===== src/rtl/mem_port_arbiter_if.sv =====
// Core fetch/data ports and memory-side bus of mem_port_arbiter.
// slave = arbiter view; master = core plus memory view.
interface mem_port_arbiter_if;
  logic        if_req;
  logic [31:0] if_addr;
  logic [31:0] if_rdata;
  logic        if_ack;
  logic        d_req;
  logic        d_we;
  logic [31:0] d_addr;
  logic [31:0] d_wdata;
  logic [2:0]  d_funct3;
  logic [31:0] d_rdata;
  logic        d_ack;
  logic        d_misalign;
  logic        mem_req;
  logic        mem_we;
  logic [31:0] mem_addr;
  logic [31:0] mem_wdata;
  logic [3:0]  mem_be;
  logic        mem_ready;
  logic [31:0] mem_rdata;
  logic        core_stall;
  logic        mem_err;

  modport slave (
    input  if_req, if_addr, d_req, d_we, d_addr, d_wdata, d_funct3, mem_ready, mem_rdata,
    output if_rdata, if_ack, d_rdata, d_ack, d_misalign,
    output mem_req, mem_we, mem_addr, mem_wdata, mem_be, core_stall, mem_err
  );

  modport master (
    output if_req, if_addr, d_req, d_we, d_addr, d_wdata, d_funct3, mem_ready, mem_rdata,
    input  if_rdata, if_ack, d_rdata, d_ack, d_misalign,
    input  mem_req, mem_we, mem_addr, mem_wdata, mem_be, core_stall, mem_err
  );
endinterface


===== src/rtl/mem_port_arbiter.sv =====
// Shares one variable-latency memory between the core's fetch and data ports.
// Optional mem_ready watchdog: define MEM_TIMEOUT_EN.
module mem_port_arbiter #(
  parameter int unsigned FETCH_STARVE_MAX = 4,
  parameter int unsigned TIMEOUT_CYCLES   = 64
) (
  input logic               Clk,
  input logic               Reset,
  mem_port_arbiter_if.slave bus
);

  typedef enum logic [1:0] {IDLE, FETCH, DATA} state_t;

  typedef struct packed {
    logic        req;
    logic        we;
    logic [31:0] addr;
    logic [31:0] wdata;
    logic [3:0]  be;
  } mem_cmd_t;

  localparam int SW = $clog2(FETCH_STARVE_MAX + 1);

  state_t      state_q, state_d;
  mem_cmd_t    cmd_q, cmd_d;
  logic [SW-1:0] starve_q, starve_d;
  logic [2:0]  f3_q, f3_d;
  logic [1:0]  lane_q, lane_d;
  logic        if_ack_q, if_ack_d;
  logic        d_ack_q, d_ack_d;
  logic        mis_q, mis_d;
  logic [31:0] if_rdata_q, if_rdata_d;
  logic [31:0] d_rdata_q, d_rdata_d;

  logic        grant_fetch, grant_data;
  logic        d_misaligned;
  logic [3:0]  d_be;
  logic [31:0] d_wdata_lanes;
  logic [7:0]  ld_byte;
  logic [15:0] ld_half;
  logic [31:0] load_ext;
  logic        tmo_hit;

  // Byte enables, lane replication and alignment check for the data port.
  always_comb begin
    d_be          = 4'b1111;
    d_wdata_lanes = bus.d_wdata;
    d_misaligned  = 1'b0;
    unique case (bus.d_funct3[1:0])
      2'b00: begin
        d_be          = 4'b0001 << bus.d_addr[1:0];
        d_wdata_lanes = {4{bus.d_wdata[7:0]}};
      end
      2'b01: begin
        d_be          = 4'b0011 << bus.d_addr[1:0];
        d_wdata_lanes = {2{bus.d_wdata[15:0]}};
        d_misaligned  = bus.d_addr[0];
      end
      default: d_misaligned = (bus.d_addr[1:0] != 2'b00);
    endcase
  end

  // Lane select and extension use the size/offset latched at grant time.
  always_comb begin
    ld_byte = bus.mem_rdata[{lane_q, 3'b000} +: 8];
    ld_half = lane_q[1] ? bus.mem_rdata[31:16] : bus.mem_rdata[15:0];
    unique case (f3_q[1:0])
      2'b00:   load_ext = {{24{ld_byte[7] & ~f3_q[2]}}, ld_byte};
      2'b01:   load_ext = {{16{ld_half[15] & ~f3_q[2]}}, ld_half};
      default: load_ext = bus.mem_rdata;
    endcase
  end

`ifdef MEM_TIMEOUT_EN
  localparam int TW = $clog2(TIMEOUT_CYCLES + 1);

  logic [TW-1:0] tmo_q, tmo_d;
  logic          err_q, err_d;

  assign tmo_hit = (tmo_q == TW'(TIMEOUT_CYCLES - 1));

  always_comb begin
    tmo_d = '0;
    err_d = 1'b0;
    if (state_q != IDLE && !bus.mem_ready) begin
      tmo_d = tmo_q + TW'(1);
      err_d = tmo_hit;
    end
  end

  always_ff @(posedge Clk or negedge Reset) begin
    if (!Reset) begin
      tmo_q <= '0;
      err_q <= 1'b0;
    end else begin
      tmo_q <= tmo_d;
      err_q <= err_d;
    end
  end

  assign bus.mem_err = err_q;
`else
  assign tmo_hit     = 1'b0;
  assign bus.mem_err = 1'b0;
`endif

  always_comb begin
    // NOTE: every variable gets a default first, so no path through the case leaves one unassigned and infers a latch.
    state_d     = state_q;
    cmd_d       = cmd_q;
    starve_d    = starve_q;
    f3_d        = f3_q;
    lane_d      = lane_q;
    if_ack_d    = 1'b0;
    d_ack_d     = 1'b0;
    mis_d       = 1'b0;
    if_rdata_d  = if_rdata_q;
    d_rdata_d   = d_rdata_q;
    grant_fetch = 1'b0;
    grant_data  = 1'b0;

    unique case (state_q)
      IDLE: begin
        grant_fetch = bus.if_req && (!bus.d_req || starve_q == SW'(FETCH_STARVE_MAX));
        grant_data  = bus.d_req && !grant_fetch;
        if (grant_fetch) begin
          state_d  = FETCH;
          starve_d = '0;
          cmd_d    = '{req: 1'b1, we: 1'b0, addr: bus.if_addr & 32'hFFFF_FFFC,
                       wdata: 32'h0, be: 4'b1111};
        end else if (grant_data) begin
          if (bus.if_req) starve_d = starve_q + SW'(1);
          if (d_misaligned) begin
            // Rejected without touching memory; the ack goes out next cycle.
            d_ack_d   = 1'b1;
            mis_d     = 1'b1;
            d_rdata_d = '0;
          end else begin
            state_d = DATA;
            f3_d    = bus.d_funct3;
            lane_d  = bus.d_addr[1:0];
            cmd_d   = '{req: 1'b1, we: bus.d_we, addr: bus.d_addr & 32'hFFFF_FFFC,
                        wdata: d_wdata_lanes, be: d_be};
          end
        end
      end
      FETCH, DATA: begin
        if (bus.mem_ready || tmo_hit) begin
          state_d = IDLE;
          cmd_d   = '0;
          if (state_q == FETCH) begin
            if_ack_d   = 1'b1;
            if_rdata_d = bus.mem_ready ? bus.mem_rdata : 32'h0;
          end else begin
            d_ack_d   = 1'b1;
            d_rdata_d = bus.mem_ready ? load_ext : 32'h0;
          end
        end
      end
      default: state_d = IDLE;
    endcase
  end

  // NOTE: all state, including returned read data, is cleared asynchronously so an abandoned access leaves no ack or stale data.
  always_ff @(posedge Clk or negedge Reset) begin
    if (!Reset) begin
      state_q    <= IDLE;
      cmd_q      <= '0;
      starve_q   <= '0;
      f3_q       <= '0;
      lane_q     <= '0;
      if_ack_q   <= 1'b0;
      d_ack_q    <= 1'b0;
      mis_q      <= 1'b0;
      if_rdata_q <= '0;
      d_rdata_q  <= '0;
    end else begin
      // NOTE: non-blocking assignments so every register samples pre-edge values.
      state_q    <= state_d;
      cmd_q      <= cmd_d;
      starve_q   <= starve_d;
      f3_q       <= f3_d;
      lane_q     <= lane_d;
      if_ack_q   <= if_ack_d;
      d_ack_q    <= d_ack_d;
      mis_q      <= mis_d;
      if_rdata_q <= if_rdata_d;
      d_rdata_q  <= d_rdata_d;
    end
  end

  assign bus.mem_req    = cmd_q.req;
  assign bus.mem_we     = cmd_q.we;
  assign bus.mem_addr   = cmd_q.addr;
  assign bus.mem_wdata  = cmd_q.wdata;
  assign bus.mem_be     = cmd_q.be;
  assign bus.if_ack     = if_ack_q;
  assign bus.if_rdata   = if_rdata_q;
  assign bus.d_ack      = d_ack_q;
  assign bus.d_misalign = mis_q;
  assign bus.d_rdata    = d_rdata_q;
  assign bus.core_stall = Reset && (bus.if_req || bus.d_req) && !(if_ack_q || d_ack_q);

endmodule


===== src/flat_wrapper.sv =====
// flat-port wrapper written by rule: the top's interface ports become plain ports
module mem_port_arbiter_flat 
#(
  parameter int unsigned FETCH_STARVE_MAX = 4,
  parameter int unsigned TIMEOUT_CYCLES   = 64
)
  (Clk, Reset, bus_if_req, bus_if_addr, bus_d_req, bus_d_we, bus_d_addr, bus_d_wdata, bus_d_funct3, bus_mem_ready, bus_mem_rdata, bus_if_rdata, bus_if_ack, bus_d_rdata, bus_d_ack, bus_d_misalign, bus_mem_req, bus_mem_we, bus_mem_addr, bus_mem_wdata, bus_mem_be, bus_core_stall, bus_mem_err);
  mem_port_arbiter_if bus_i ();
  input logic Clk;
  input logic Reset;
  input wire logic [$bits(bus_i.if_req)-1:0] bus_if_req;
  input wire logic [$bits(bus_i.if_addr)-1:0] bus_if_addr;
  input wire logic [$bits(bus_i.d_req)-1:0] bus_d_req;
  input wire logic [$bits(bus_i.d_we)-1:0] bus_d_we;
  input wire logic [$bits(bus_i.d_addr)-1:0] bus_d_addr;
  input wire logic [$bits(bus_i.d_wdata)-1:0] bus_d_wdata;
  input wire logic [$bits(bus_i.d_funct3)-1:0] bus_d_funct3;
  input wire logic [$bits(bus_i.mem_ready)-1:0] bus_mem_ready;
  input wire logic [$bits(bus_i.mem_rdata)-1:0] bus_mem_rdata;
  output wire logic [$bits(bus_i.if_rdata)-1:0] bus_if_rdata;
  output wire logic [$bits(bus_i.if_ack)-1:0] bus_if_ack;
  output wire logic [$bits(bus_i.d_rdata)-1:0] bus_d_rdata;
  output wire logic [$bits(bus_i.d_ack)-1:0] bus_d_ack;
  output wire logic [$bits(bus_i.d_misalign)-1:0] bus_d_misalign;
  output wire logic [$bits(bus_i.mem_req)-1:0] bus_mem_req;
  output wire logic [$bits(bus_i.mem_we)-1:0] bus_mem_we;
  output wire logic [$bits(bus_i.mem_addr)-1:0] bus_mem_addr;
  output wire logic [$bits(bus_i.mem_wdata)-1:0] bus_mem_wdata;
  output wire logic [$bits(bus_i.mem_be)-1:0] bus_mem_be;
  output wire logic [$bits(bus_i.core_stall)-1:0] bus_core_stall;
  output wire logic [$bits(bus_i.mem_err)-1:0] bus_mem_err;
  assign bus_i.if_req = bus_if_req;
  assign bus_i.if_addr = bus_if_addr;
  assign bus_i.d_req = bus_d_req;
  assign bus_i.d_we = bus_d_we;
  assign bus_i.d_addr = bus_d_addr;
  assign bus_i.d_wdata = bus_d_wdata;
  assign bus_i.d_funct3 = bus_d_funct3;
  assign bus_i.mem_ready = bus_mem_ready;
  assign bus_i.mem_rdata = bus_mem_rdata;
  assign bus_if_rdata = bus_i.if_rdata;
  assign bus_if_ack = bus_i.if_ack;
  assign bus_d_rdata = bus_i.d_rdata;
  assign bus_d_ack = bus_i.d_ack;
  assign bus_d_misalign = bus_i.d_misalign;
  assign bus_mem_req = bus_i.mem_req;
  assign bus_mem_we = bus_i.mem_we;
  assign bus_mem_addr = bus_i.mem_addr;
  assign bus_mem_wdata = bus_i.mem_wdata;
  assign bus_mem_be = bus_i.mem_be;
  assign bus_core_stall = bus_i.core_stall;
  assign bus_mem_err = bus_i.mem_err;
  mem_port_arbiter #(.FETCH_STARVE_MAX(FETCH_STARVE_MAX), .TIMEOUT_CYCLES(TIMEOUT_CYCLES)) u_core (.Clk(Clk), .Reset(Reset), .bus(bus_i));
endmodule

===== config.mk =====
export PLATFORM = sky130hd
export DESIGN_NAME = mem_port_arbiter_flat
export DESIGN_NICKNAME = d
export VERILOG_FILES = /design/src/rtl/mem_port_arbiter_if.sv /design/src/rtl/mem_port_arbiter.sv /design/src/flat_wrapper.sv
export SDC_FILE = /design/constraint.sdc
export NUM_CORES = 1
export LEC_CHECK = 0
export CORE_MARGIN = 5
export CORE_UTILIZATION = 25
export CTS_CLUSTER_SIZE = 40
export DETAILED_ROUTE_END_ITERATION = 8
export MAX_ROUTING_LAYER = met4
export RECOVER_POWER = 25
export SKIP_CTS_REPAIR_TIMING = 1
export SLEW_MARGIN = 20
export SYNTH_ARGS = -nofsm -noshare
export SYNTH_HDL_FRONTEND = slang
export SYNTH_SLANG_ARGS = --single-unit

===== constraint.sdc =====
create_clock -name Clk -period 3.6 [get_ports Clk]
set_input_delay 0.36 -clock Clk [delete_from_list [all_inputs] [get_ports Clk]]
set_output_delay 0.36 -clock Clk [all_outputs]
set_load 0.005 [all_outputs]

==> metrics, run 1 <==
outcome=finished, violations left; failing checks=capacitance limit, slew limit; Root Buffer=clkbuf_16; TritonCTS Sinks=145; Max Root-Sink Buffers=2; number of distinct library cells after synthesis=50; CTS tree=built; Hold Path Class=in2async; worst endpoint required time=3.89 ns; Routed WL=23,870 um; Reg clk slew, reported paths=0.07 ns; htree depth=4; FF/Latch Area=3628 um2; Max Clock Freq=0.3766 GHz; Max IR drop VDD=0.4489 mV; share of layout cells above drive strength 1=12.84%; Yosys reg bits=145; multi-input logic area=3065 um2; worst setup path class=reg2reg; Top Ports=276; ANT nets after route=0; vias per inst=4.797; setup violators final=0; Worst Setup End Kind=flip-flop; post-synthesis area per instance=11.97 um2; Area growth syn-to-layout=53.68%; crit path launch type=flip-flop; hpwl dp=17,110 um; largest net degree at the start of global routing=69; Die Ht=176.7 um; worst clock skew=0.01556 ns; Post-Syn Area=6945 um2; Syn. warnings=0; max cap viols=2; initial antenna violation count=1; CTS buffer count=17; GP Congestion=0.7650; Layout fillers=2,774; Core Region=27,630 um2; vias in the first global route=6,218; sequential area share after synthesis=52.24%; Vias=5,891; # DRC=0; Initial Util=25.14%; LEAKAGE=4.594 nW; total gr overflow=0; top fanout value on the critical path=32; NumNets Final=979; starting DRC count in detailed routing=241; Final Critical Period=2.655 ns; setup TNS=0 ns; Hold Vio Cnt, Final=0; Yosys top cell area share=52.24%; Synth area leaders=dfrtp_1 52%, mux2i_1 7.8%, mux2_2 6.6%; DRT Pass-1 Iters=4; Final Power=8.838 mW; Tcrit/Tclk final=73.76%; slew margin rel.=-0.8520%; Power Density=828.0 nW/um2; Worst-Skew Late Latency=0.42 ns; Syn Inst Count=580; FP Rows=61; RSZ-0062 raised after global routing=false; die area=31,220 um2; Pins Over Slew Limit=116; Horiz. Die Dim=176.7 um; Synth area leader=dfrtp_1; final core occ=38.63%; GR Util All Layers=15.54%; CP arrival=2.95 ns; Worst-Margin Slew=1.513 ns; wire length per cell=19.43 um; first-pass GRT wire length=36,500 um; port bufs=270
## worst max-delay path, cell delays in order (launching register included)
cell,delay [ns]
dfrtp_1,0.40
inv_1,0.09
ha_1,0.32
nor2b_4,0.15
or3_1,0.56
or3_1,0.39
buf_4,0.28
mux2_4,0.34
## state kept, by name, indices dropped and copies added, names as in the netlist, 2 cells and up
signal	count
u_core.starve_q	3
u_core.bus.if_rdata	32
u_core.state_q	2
u_core.f3_q	3
u_core.lane_q	2
u_core.bus.mem_wdata	32
u_core.bus.d_rdata	32
u_core.bus.mem_addr	30
u_core.bus.mem_be	4
## power by group
group	switching, mW	leakage [nW]	internal, mW	total [mW]
clock	0.772	0.294	1.12	1.89
sequential	0.420	1.85	2.32	2.74
combinational	1.97	2.45	2.23	4.20
## synthesized netlist by cell type (all sizes together)
| master | number |
|---|---|
| dfrtp | 145 |
| mux2i | 54 |
| mux2 | 50 |
| o2bb2ai | 48 |
| clkbuf | 34 |
| o21ai | 25 |
| nand2 | 20 |
| a22o | 19 |
| buf | 18 |
| a32o | 17 |
| nor2 | 17 |
| a21oi | 16 |
| o21a | 16 |
| nand3 | 15 |
| inv | 10 |
| o22ai | 8 |
| o221ai | 7 |
| ha | 6 |
| o311ai | 6 |
| o31ai | 6 |
| or4 | 6 |
| a21o | 4 |
| nor3 | 4 |
| and3 | 3 |
| nand2b | 3 |
| and2 | 2 |
| clkinv | 2 |
| nand4 | 2 |
| o211a | 2 |
| or3 | 2 |
| a211oi | 1 |
| a21bo | 1 |
| a22oi | 1 |
| a31o | 1 |
| a31oi | 1 |
| conb | 1 |
| mux4 | 1 |
| nor2b | 1 |
| nor4b | 1 |
| o2111ai | 1 |
| o211ai | 1 |
| o22a | 1 |
| or3b | 1 |
## cells in the final DEF, fill, tap and decap left out, types with 8 or more instances in the layout
cell type | synthesis | layout
mux2_2 | 41 | 41
dfrtp_1 | 145 | 145
mux2i_1 | 54 | 54
clkdlybuf4s50_1 | 0 | 225
a21oi_1 | 16 | 16
a22o_1 | 19 | 19
nor2_1 | 17 | 17
o2bb2ai_1 | 48 | 48
o22ai_1 | 8 | 8
clkbuf_16 | 0 | 17
dlygate4sd3_1 | 0 | 45
o21a_1 | 16 | 16
inv_1 | 10 | 10
nand2_1 | 20 | 19
o21ai_0 | 22 | 22
nand3_1 | 15 | 14
a32o_1 | 17 | 17
buf_4 | 3 | 13
mux2_4 | 9 | 9
## per-stage QoR
stage / area, um2 / setup WS (ns) / hold slack (ns) / std cells
global placement: 10050 / 0.9230 / 0.2668 / 1194
detailed placement: 10050 / 0.8651 / 0.2646 / 1194
global route: 10670 / 0.8399 / 0.4163 / 1228
CTS: 10670 / 0.9575 / -0.1934 / 1226
floorplan: 6953 / 1.208 / 0.06441 / 582
finish: 10670 / 0.9447 / 0.3975 / 1228
## layer usage
metal | part of all wire (%) | wire length (um) | GRT usage (%) | vias to the layer above
met3 | 8.8 | 2111 | 5.426 | 11
met4 | 0.95 | 226 | 3.288 | 0
li1 | - | - | - | 2724
met5 | 0 | 0 | - | -
met2 | 45 | 10660 | 23.68 | 255
met1 | 46 | 10870 | 20.18 | 2901
## cells by family after synthesis
logic type	count (synthesis)	share of synthesized area, %
AOI/OAI and AO/OA	182	20.25
DFF	145	52.24
muxes	105	16.70
and+or+nand+nor	77	5.549
buffers and inverters	64	4.125
adders and majority gates	6	1.081
other	1	0.05399
## final timing paths
kind | cells past startpoint | from | slack [ns] | to
setup / recovery | 7 | u_core.state_q[0] | 0.94 | u_core.bus.d_rdata[0]
hold / removal | 2 | Reset | 0.40 | u_core.bus.if_rdata[21]
setup reg to reg | 7 | u_core.state_q[0] | 0.94 | u_core.bus.d_rdata[0]
hold reg to reg | 1 | u_core.bus.mem_addr[13] | 0.48 | u_core.bus.mem_addr[13]
max in group asynchronous | 3 | Reset | 1.42 | u_core.bus.mem_addr[11]
min in group Clk | 1 | u_core.bus.mem_addr[13] | 0.48 | u_core.bus.mem_addr[13]
## cell type report
class	count	area share, %
antenna	1	0.02344
timing repair buffer	287	26.62
inverter	12	0.4220
sequential	145	33.99
tap	378	4.431
clock buffer	18	4.114
multi-input combinational	373	28.72
clock inverter	14	1.676
No activity file was read; power rests on OpenSTA's default activity.
==> run 2, diff against run 1 <==
==> constraint.sdc (replaced) <==
create_clock -name Clk -period 2.3 [get_ports Clk]
set_input_delay 0.23 -clock Clk [delete_from_list [all_inputs] [get_ports Clk]]
set_output_delay 0.23 -clock Clk [all_outputs]
set_load 0.005 [all_outputs]
==> metrics, run 2 (synthesized netlist as in run 1, its figures left out) <==
Placed Area=10,240 um2 (was 10,050 um2); wire length per cell=19.24 um (was 19.43 um); Reg clk slew, reported paths=0.06 ns (was 0.07 ns); failing checks=capacitance limit, slew limit (unchanged); most frequent CP cell=or3_1 (unchanged); worst clock skew=0.009830 ns (was 0.01556 ns); Core Region=27,630 um2 (unchanged); starting DRC count in detailed routing=313 (was 241); worst endpoint required time=2.60 ns (was 3.89 ns); max cap viols=1 (was 2); worst hold stages=3; vias in the first global route=6,317 (was 6,218); Die Ht=176.7 um (unchanged); Max stage delay cell, worst path=dfrtp_1 (was or3_1); GP Congestion=0.8098 (was 0.7650); Design Area, Final=10,810 um2 (was 10,670 um2); RSZ-0062 raised after global routing=false (unchanged); Max IR drop VDD=0.5904 mV (was 0.4489 mV); commonest non-fill, non-tap cell in the layout=clkdlybuf4s50_1 (unchanged); GR Util All Layers=15.77% (was 15.54%); Max Clock Freq=0.4552 GHz (was 0.3766 GHz); cell family with most CP delay=simple AND/OR/NAND/NOR gates (unchanged); Hold Vio Cnt, Final=0 (unchanged); Power Density=1303 nW/um2 (was 828.0 nW/um2); crit path launch type=flip-flop (unchanged); Hold Path Class=in2reg (was in2async); NumNets Final=993 (was 979); most frequent cells in the layout=269 x clkdlybuf4s50_1, 145 x dfrtp_1, 54 x mux2i_1, 48 x o2bb2ai_1, 41 x mux2_2 (was 225 x clkdlybuf4s50_1, 145 x dfrtp_1, 54 x mux2i_1, 48 x o2bb2ai_1, 45 x dlygate4sd3_1); hpwl dp=17,200 um (was 17,110 um); die area=31,220 um2 (unchanged); Worst Setup End Kind=flip-flop (unchanged); setup violators final=0 (unchanged); CP arrival=2.50 ns (was 2.95 ns); crit path cell chain=inv_2, ha_4, nor2b_4, or3_1, or3_1, buf_12, mux2_4 (was inv_1, ha_1, nor2b_4, or3_1, or3_1, buf_4, mux2_4); DRT Pass-1 Iters=4 (unchanged); CP peak stage delay=0.42 ns (was 0.56 ns); Routed WL=23,850 um (was 23,870 um); FP Rows=61 (unchanged); Crit path depth=7 (unchanged); largest net degree at the start of global routing=146 (was 69); CTS tree=built (unchanged); worst setup path class=reg2reg (unchanged); first-pass GRT wire length=36,980 um (was 36,500 um); Vias=5,881 (was 5,891); Final Critical Period=2.197 ns (was 2.655 ns); Horiz. Die Dim=176.7 um (unchanged); Initial Util=25.14% (unchanged); Area growth syn-to-layout=55.67% (was 53.68%); Worst-Skew Late Latency=0.42 ns (about the same); vias per inst=4.743 (was 4.797); LEAKAGE=4.600 nW (was 4.594 nW); TritonCTS Sinks=145 (unchanged); slew margin rel.=-35.74% (was -0.8520%); top fanout value on the critical path=32 (unchanged); setup TNS=0 ns (unchanged); Root Buffer=clkbuf_16 (unchanged); ANT nets after route=0 (unchanged); port bufs=270 (unchanged); total gr overflow=0 (unchanged); htree depth=4 (unchanged); # DRC=0 (unchanged); Reg2Reg Depth=7 (unchanged); CP Buf/Inv Count=2 (unchanged); CTS buffer count=17 (unchanged); Top Ports=276 (unchanged); share of layout cells above drive strength 1=14.50% (was 12.84%); initial antenna violation count=0 (was 1); Worst-Margin Slew=2.036 ns (was 1.513 ns); outcome=finished, violations left (unchanged); Layout fillers=2,797 (was 2,774); diode count=0 (was 1); Tcrit/Tclk final=95.51% (was 73.76%); Max Root-Sink Buffers=2 (unchanged); Pins Over Slew Limit=146 (was 116); worst hold slack=0.3945 ns (was 0.3975 ns)
[run 2: final cells by class]
type	instances	area, um2	area share [%]
repair buffers	301	2999	27.74
clock inverters	11	131.4	1.215
flip-flops and latches	145	3628	33.56
clock buffers	20	456.7	4.224
multi-input cells	373	3078	28.47
inverters	12	45.04	0.4166
well taps	378	473.0	4.375
[run 2: routing by layer]
layer | global-route usage (%) | wire [um] | part of all wire [%] | vias to the layer above
met5 | - | 0 | 0 | -
met4 | 4.030 | 278 | 1.2 | 0
met2 | 24.27 | 10960 | 46 | 232
met1 | 20.10 | 10400 | 44 | 2892
li1 | - | - | - | 2740
met3 | 5.298 | 2218 | 9.3 | 17
[run 2: worst reg2reg max path, cell delays in order (launching register included)]
cell,delay (ns)
dfrtp_1,0.42
inv_2,0.11
ha_4,0.21
nor2b_4,0.13
or3_1,0.32
or3_1,0.36
buf_12,0.20
mux2_4,0.34
[run 2: worst paths after layout]
check                                              from                       end  slack [ns]
worst max-delay path                  u_core.state_q[0]     u_core.bus.d_rdata[0]        0.10
worst max register to register        u_core.state_q[0]     u_core.bus.d_rdata[0]        0.10
max in group asynchronous                         Reset    u_core.bus.d_rdata[19]        0.55
worst min register to register  u_core.bus.if_rdata[31]   u_core.bus.if_rdata[31]        0.48
worst min-delay path                    bus_d_funct3[2]            u_core.f3_q[2]        0.39
min in group asynchronous                         Reset  u_core.bus.mem_wdata[17]        0.50
[run 2: through the flow]
step | utilization (%) | std cells | power, mW | setup slack [ns]
after CTS | 39.18 | 1240 | 14.33 | 0.1018
after detailed placement | 37.05 | 1209 | 11.40 | 0.01590
final | 39.13 | 1240 | 14.09 | 0.1033
after global routing | 39.13 | 1240 | 15.07 | 0.01719
after global placement | 37.05 | 1209 | 11.32 | 0.07198
after floorplan | - | 582 | 7.774 | -0.03625
[run 2: report_power, final]
part           internal, mW  switching, mW
Combinational          3.84           3.15
Sequential             3.64          0.632
Clock                  1.66           1.17
Total                  9.14           4.95
